===== config.mk =====
export PLATFORM = sky130hd
export DESIGN_NAME = limber_ram_icb_master
export DESIGN_NICKNAME = d
export VERILOG_FILES = /design/src/rtl/limber_ram_icb_master.sv
export SDC_FILE = /design/constraint.sdc
export NUM_CORES = 1
export LEC_CHECK = 0
export CORE_MARGIN = 2
export CORE_UTILIZATION = 48
export DETAILED_ROUTE_END_ITERATION = 8
export PLACE_DENSITY = 0.93
export RECOVER_POWER = 100
export SLEW_MARGIN = 20
export SYNTH_ARGS = -nofsm -noshare
export SYNTH_HDL_FRONTEND = slang
export SYNTH_SLANG_ARGS = --single-unit
export TNS_END_PERCENT = 20

===== constraint.sdc =====
create_clock -name clk -period 5.8 [get_ports clk]
set_clock_uncertainty 0.2 [all_clocks]
set_input_delay 1.74 -clock clk [delete_from_list [all_inputs] [get_ports clk]]
set_output_delay 1.74 -clock clk [all_outputs]
set_load 0.05 [all_outputs]

===== src/rtl/limber_ram_icb_master.sv =====
// Command/response front-end for a single-port RAM with a 1-cycle registered read.
// Commands issue to the RAM in the accept cycle; responses land in a 3-entry in-order FIFO.
module limber_ram_icb_master #(
  parameter int DP = 1024,
  parameter int DW = 16,
  parameter int MW = 2,
  parameter int AW = 10
) (
  input  logic          clk,
  input  logic          rst,
  input  logic          cmd_valid,
  output logic          cmd_ready,
  input  logic          cmd_read,
  input  logic [AW-1:0] cmd_addr,
  input  logic [DW-1:0] cmd_wdata,
  input  logic [MW-1:0] cmd_wmask,
  output logic          rsp_valid,
  input  logic          rsp_ready,
  output logic [DW-1:0] rsp_rdata,
  output logic          rsp_err,
  output logic          ram_cs,
  output logic          ram_we,
  output logic [MW-1:0] ram_wem,
  output logic [AW-1:0] ram_addr,
  output logic [DW-1:0] ram_din,
  input  logic [DW-1:0] ram_dout
);

  localparam int unsigned DP_U = DP;

  // Handshake contract: a transfer happens on a rising edge where valid and ready
  // are both high; ready never depends on valid, and cmd_ready ignores rsp_ready.

  logic [1:0]    occ;
  logic [1:0]    wr_ptr;
  logic [1:0]    rd_ptr;
  logic          p_valid;
  logic          p_read;
  logic          p_err;
  logic [DW-1:0] fifo_rdata [0:2];
  logic          fifo_err   [0:2];
  logic [2:0]    pending;
  logic          acc;
  logic          in_range;
  logic          push;
  logic          pop;
  logic [DW-1:0] push_data;

  function automatic logic [1:0] ptr_next(input logic [1:0] p);
    return (p == 2'd2) ? 2'd0 : p + 2'd1;
  endfunction

  // Counting the stage-P entry reserves its FIFO slot before it lands.
  assign pending   = {1'b0, occ} + {2'b00, p_valid};
  assign cmd_ready = ~rst & (pending < 3'd3);
  assign acc       = cmd_valid & cmd_ready;
  assign in_range  = 32'(cmd_addr) < DP_U;

  assign ram_cs   = acc & in_range;
  assign ram_we   = ram_cs & ~cmd_read;
  assign ram_wem  = ram_we ? cmd_wmask : '0;
  assign ram_addr = cmd_addr;
  assign ram_din  = cmd_wdata;

  assign push      = p_valid;
  assign pop       = rsp_valid & rsp_ready;
  assign push_data = (p_read & ~p_err) ? ram_dout : '0;

  assign rsp_valid = ~rst & (occ != 2'd0);
  assign rsp_rdata = rsp_valid ? fifo_rdata[rd_ptr] : '0;
  assign rsp_err   = rsp_valid & fifo_err[rd_ptr];

  always_ff @(posedge clk) begin
    if (rst) begin
      p_valid <= 1'b0;
      p_read  <= 1'b0;
      p_err   <= 1'b0;
      occ     <= 2'd0;
      wr_ptr  <= 2'd0;
      rd_ptr  <= 2'd0;
    end else begin
      p_valid <= acc;
      if (acc) begin
        p_read <= cmd_read;
        p_err  <= ~in_range;
      end
      if (push) wr_ptr <= ptr_next(wr_ptr);
      if (pop)  rd_ptr <= ptr_next(rd_ptr);
      case ({push, pop})
        2'b10:   occ <= occ + 2'd1;
        2'b01:   occ <= occ - 2'd1;
        default: occ <= occ;
      endcase
    end
  end

  // Storage needs no reset: occupancy alone decides what is visible.
  always_ff @(posedge clk) begin
    if (!rst && push) begin
      fifo_rdata[wr_ptr] <= push_data;
      fifo_err[wr_ptr]   <= p_err;
    end
  end

  no_overflow: assert property (@(posedge clk) disable iff (rst) !(push && (occ == 2'd3) && !pop))
    else $error("response FIFO overflow");

endmodule


After elaboration in Yosys (flattened, before gate mapping)
Memories as Yosys holds them, arrays and structs flattened. A register that Yosys moved wholly into a read port is not among the register bits.
Cells that the tools add are included.
{ "word_totals": {"register_bits": 8, "ramBits": 48, "in_bits": 49, "output_inout_bits": 49, "wordCells": 38, "mem_count": 1} }
{ "mem_list": {"columns": ["memory", "words", "word_bits", "rd", "rd_clocked_by_memory_dff", "wr", "line_no", "source"], "rows": [
  ["fifo_rdata", 3, 16, 1, 1, 1, "40", "logic [DW-1:0] fifo_rdata [0:2];"]
]} }
{ "classes": {"addsub": 5, "magnitude_cmp": 1, "n_eq_ne": 4, "n_mux": 10, "bitwise_logic": 8, "n_reduce_logical": 4} }
{ "op_table": {"columns": ["op", "count"], "rows": [
  ["2-to-1 mux 16 bit", 2],
  ["2-to-1 mux 2 bit", 5],
  ["adder 2 x 1 -> 2 bit, second input constant", 3],
  ["equality test 2 bit, second input constant", 3],
  ["bitwise AND 1 bit", 5],
  ["one-hot mux 2 bit (2 select lines)", 1],
  ["nonzero test 2 bit", 2],
  ["adder 2 x 1 -> 3 bit", 1],
  ["less-than comparator 3 x 2 -> 1 bit, second input constant", 1],
  ["equality test 2 x 1 -> 1 bit, second input constant", 1],
  ["2-to-1 mux 1 bit", 2],
  ["NOT 1 bit", 2],
  ["subtractor 2 x 1 -> 2 bit, second input constant", 1],
  ["bitwise AND 1 bit, second input constant", 1],
  ["logical AND 1 bit", 1],
  ["zero test 1 bit", 1]
]} }

Depth between registers and ports, before layout
{ "logic_depth": {"depth_word": 6, "depth_mapped": 7} }

Worst setup path before layout
OpenSTA, ideal clock, no wires.
{ "synth_timing": {"path_type": "input port to output port", "startpoint": "input port cmd_valid", "endpoint": "output port ram_wem[0]", "arrival_ps": 3949, "required_ps": 3860, "path_slack_ps": -89, "cell_stages": 3, "path_buffers": 0, "path_cell_list": "inv_1 -> nor4_1 -> and2_2"} }
{ "synth_via": {"elab_chain_cells": 3} }
{ "synth_lines": {"columns": ["item", "line_no", "source"], "rows": [
  ["from (decl)", "11", "input logic cmd_valid,"],
  ["bitwise AND 1 bit", "56", "assign acc = cmd_valid & cmd_ready;"],
  ["bitwise AND 1 bit", "60", "assign ram_we = ram_cs & ~cmd_read;"],
  ["net ram_we", "22", "output logic ram_we,"],
  ["2-to-1 mux 2 bit", "61", "assign ram_wem = ram_we ? cmd_wmask : '0;"],
  ["to (decl)", "23", "output logic [MW-1:0] ram_wem,"]
]} }
The timed path passes the listed nets, and every way through them passes these cells.

Worst setup path after layout
{ "layout_timing": {"startpoint": "input port rst", "endpoint": "output port rsp_rdata[0]"} }
{ "layout_via": {"elab_chain_cells": 3} }
{ "layout_lines": {"columns": ["item", "line_no", "source"], "rows": [
  ["from (decl)", "10", "input logic rst,"],
  ["NOT 1 bit", "69", "assign rsp_valid = ~rst & (occ != 2'd0);"],
  ["bitwise AND 1 bit", "69", null],
  ["2-to-1 mux 16 bit", "70", "assign rsp_rdata = rsp_valid ? fifo_rdata[rd_ptr] : '0;"],
  ["to (decl)", "19", "output logic [DW-1:0] rsp_rdata,"]
]} }
No other way between the ends.

==> results.md <==
- Status: finished clean
- Port Buffers: 44
- Number of fill cells in the layout: 431
- Number of max-slew violations in the final report: 0
- Iteration-0 DRC count of the detailed router: 74
- Pin count of the biggest net entering global routing: 18
- Maximum VDD drop: 241 uV
- Final weighted congestion in routability-driven placement: around 0.78
- Number of clock buffers inserted by TritonCTS: 9
- Number of antenna violations at the first check in global routing: 0
- Sequential element share of the synthesized area: 0.617
- Largest fanout of any net on the critical path: 11
- Slew at the pin closest to its max-slew limit: 978 ps
- Path category of the worst min-delay check: register to register
- Post-layout min period: between 5000 and 6000 ps
- Total routing resource utilization after global routing: 0.167
- Maximum clock frequency: approximately 180 MHz
- Pwr dens: between 200 and 300 nW/um^2
- Count of standard-cell rows: 27
- Number of maximum-capacitance constraint violations: 0
- Commonest non-fill, non-tap cell in the layout: sky130_fd_sc_hd__edfxtp_1
- Die height: around 78 um
- Global-route wire length before repair: around 7500 um
- Endpoint type of the worst setup path: output port
- Net count of the finished layout: between 200 and 300
- Diode count: 0
- Clock Latency Late Sink: between 300 and 400 ps
- Global route total overflow: 0
- Deepest level of the CTS H-tree: 3
- ANT nets after route: 0
- Maximum buffer depth of the clock tree: 2
- Clock sinks: 58
- Post-synth net total: 252
- Drt via density: 5.01
- Synthesized area per cell: between 10 and 15 um^2
- Placed wire-length estimate after detailed placement: approximately 3200 um
- YS warnings: 0
- # hold bufs at CTS: 0
- Number of top-level pins: 98
- Normalized max-slew margin: 0.348
- Setup Crit Path Kind: input pin to output port
- Arr. time, crit path: about 3500 ps
- Startpoint type of the worst setup path: input pin
- Post-Syn Instances: 200
- Final setup TNS: 0 ps
- Post-CTS Setup Inserts: 0
- Util after Layout: 0.579
- Total Die Area: just over 6000 um^2
- Total Power Consumption: 922 uW
- Wire length per cell: roughly 16 um
- P&R area growth vs syn: 18.3%
- Cell type with the largest total area after synthesis: sky130_fd_sc_hd__edfxtp_1
- Placeable core region: around 5400 um^2
- Yosys top cell area share: 0.542
- Period Utilization, post-route: 0.943
- Netlist Area Pre-Place: between 2000 and 3000 um^2
- Cell types occupying the most area after synthesis: sky130_fd_sc_hd__edfxtp_1, sky130_fd_sc_hd__buf_4, sky130_fd_sc_hd__dfxtp_1, sky130_fd_sc_hd__mux2_2, sky130_fd_sc_hd__mux2i_1
- Initial core utilization: 0.489
- Leak: ~0.0011 uW
- TritonCTS clock tree: done
- CP required: between 3000 and 4000 ps
- Clock-pin slew reported for the worst setup and hold paths after clock tree synthesis: 60 ps
- First-pass iteration count of the detailed router: 4
- Final Setup Violations: 0
- CTS Root Buffer Type: sky130_fd_sc_hd__clkbuf_8
- Remaining design rule violation count: 0
- Number of global-route vias before repair: about 1,600
- Total via count after detailed routing: between 1,500 and 2,000
- Proportion of layout cells with a drive suffix above 1: 0.183
- DIE WIDTH: ~78 um
- Highest-count cells in the layout ignoring fill and taps: sky130_fd_sc_hd__edfxtp_1, sky130_fd_sc_hd__nor2_1, sky130_fd_sc_hd__dlygate4sd3_1
- Final-report hold violation count: 0
- Number of flip-flops and latches in the synthesized netlist: 58
- Final Routed Wirelength: 4760 um
- Number of distinct library cell variants in the gate-level netlist after synthesis: 29
- Setup repair after global routing missed its margin: false
- Number of resized instances in the post-cts repair step: 0
[layout make-up]
class | instances | area, um^2 | share of cell area
inverters | 4 | 15.0 | 0.00477
multi-input cells | 103 | 749 | 0.238
clock inverters | 4 | 17.5 | 0.00557
clock buffers | 12 | 145 | 0.0461
flip-flops and latches | 58 | 1640 | 0.522
repair buffers | 49 | 488 | 0.155
well taps | 72 | 90.1 | 0.0286
[critical path, stage by stage]
cell	delay (ps)
sky130_fd_sc_hd__dlygate4sd3_1	630
sky130_fd_sc_hd__o21bai_1	420
sky130_fd_sc_hd__nor2_1	240
sky130_fd_sc_hd__clkbuf_1	490
[routing by layer]
| metal | track usage | up-vias | share of wire |
|---|---|---|---|
| met1 | 0.185 | 718 | 0.39 |
| met4 | 0.105 | 0 | 0.025 |
| met2 | 0.278 | 48 | 0.52 |
| li1 | - | 729 | - |
| met3 | 0.0529 | 17 | 0.056 |
| met5 | 0 | - | 0 |
[worst paths after layout]
path | slack (ps) | to | cells past startpoint | start
setup / recovery | 330 | rsp_rdata[0] | 4 | rst
hold / removal | 310 | rd_ptr[1] | 2 | rd_ptr[0]
setup reg to reg | 3270 | occ[1] | 6 | occ[0]
hold reg to reg | 310 | rd_ptr[1] | 2 | rd_ptr[0]
[sequential cells by signal, indices dropped and copies added (netlist names), named ones only]
name	count
p_valid	1
wr_ptr	2
fifo_rdata	48
p_read	1
rd_ptr	2
occ	2
[cells in the mapped netlist]
cell                        n
sky130_fd_sc_hd__a21o_2     1
sky130_fd_sc_hd__a21oi_1    6
sky130_fd_sc_hd__and2_1    16
sky130_fd_sc_hd__and2_2     2
sky130_fd_sc_hd__and3b_1    1
sky130_fd_sc_hd__buf_2      2
sky130_fd_sc_hd__buf_4     28
sky130_fd_sc_hd__buf_6      2
sky130_fd_sc_hd__clkbuf_1   3
sky130_fd_sc_hd__conb_1     1
sky130_fd_sc_hd__dfxtp_1   10
sky130_fd_sc_hd__edfxtp_1  48
sky130_fd_sc_hd__ha_1       3
sky130_fd_sc_hd__inv_1      4
sky130_fd_sc_hd__mux2_2    16
sky130_fd_sc_hd__mux2i_1   16
sky130_fd_sc_hd__nand2b_1   2
sky130_fd_sc_hd__nand3_1    2
sky130_fd_sc_hd__nor2_1    21
sky130_fd_sc_hd__nor3_1     3
sky130_fd_sc_hd__nor3b_1    3
sky130_fd_sc_hd__nor4_1     1
sky130_fd_sc_hd__o21ai_0    3
sky130_fd_sc_hd__o21bai_1   1
sky130_fd_sc_hd__o22ai_1    1
sky130_fd_sc_hd__or3_1      1
sky130_fd_sc_hd__or4_1      1
sky130_fd_sc_hd__xnor2_1    1
sky130_fd_sc_hd__xor2_1     1
[stage by stage]
step	cells	hold WS, ps	setup WS, ps	cell area (um^2)
floorplan	200	261	584	2670
global placement	286	279	534	3160
detailed placement	286	310	433	3160
CTS	302	319	431	3320
global route	302	363	203	3150
finish	302	311	332	3150
[power breakdown]
| part | internal, uW | switching, uW | total (uW) | leakage (uW) |
|---|---|---|---|---|
| clock | 162 | 143 | 305 | 0.0000852 |
| sequential | 461 | 11.4 | 472 | 0.000545 |
| combinational | 59.9 | 85.4 | 145 | 0.000465 |
| total | 683 | 239 | 922 | 0.00110 |
[logic make-up after synthesis]
logic type      after synthesis  synth area share
flops                        58             0.617
simple gates                 53             0.106
buf+inv                      39             0.101
mux                          32             0.128
compound gates               12            0.0254
fa+ha+maj                     3            0.0141
xor+xnor                      2           0.00659
other cells                   1           0.00141
Note: power is estimated with default switching activity, not from simulation.
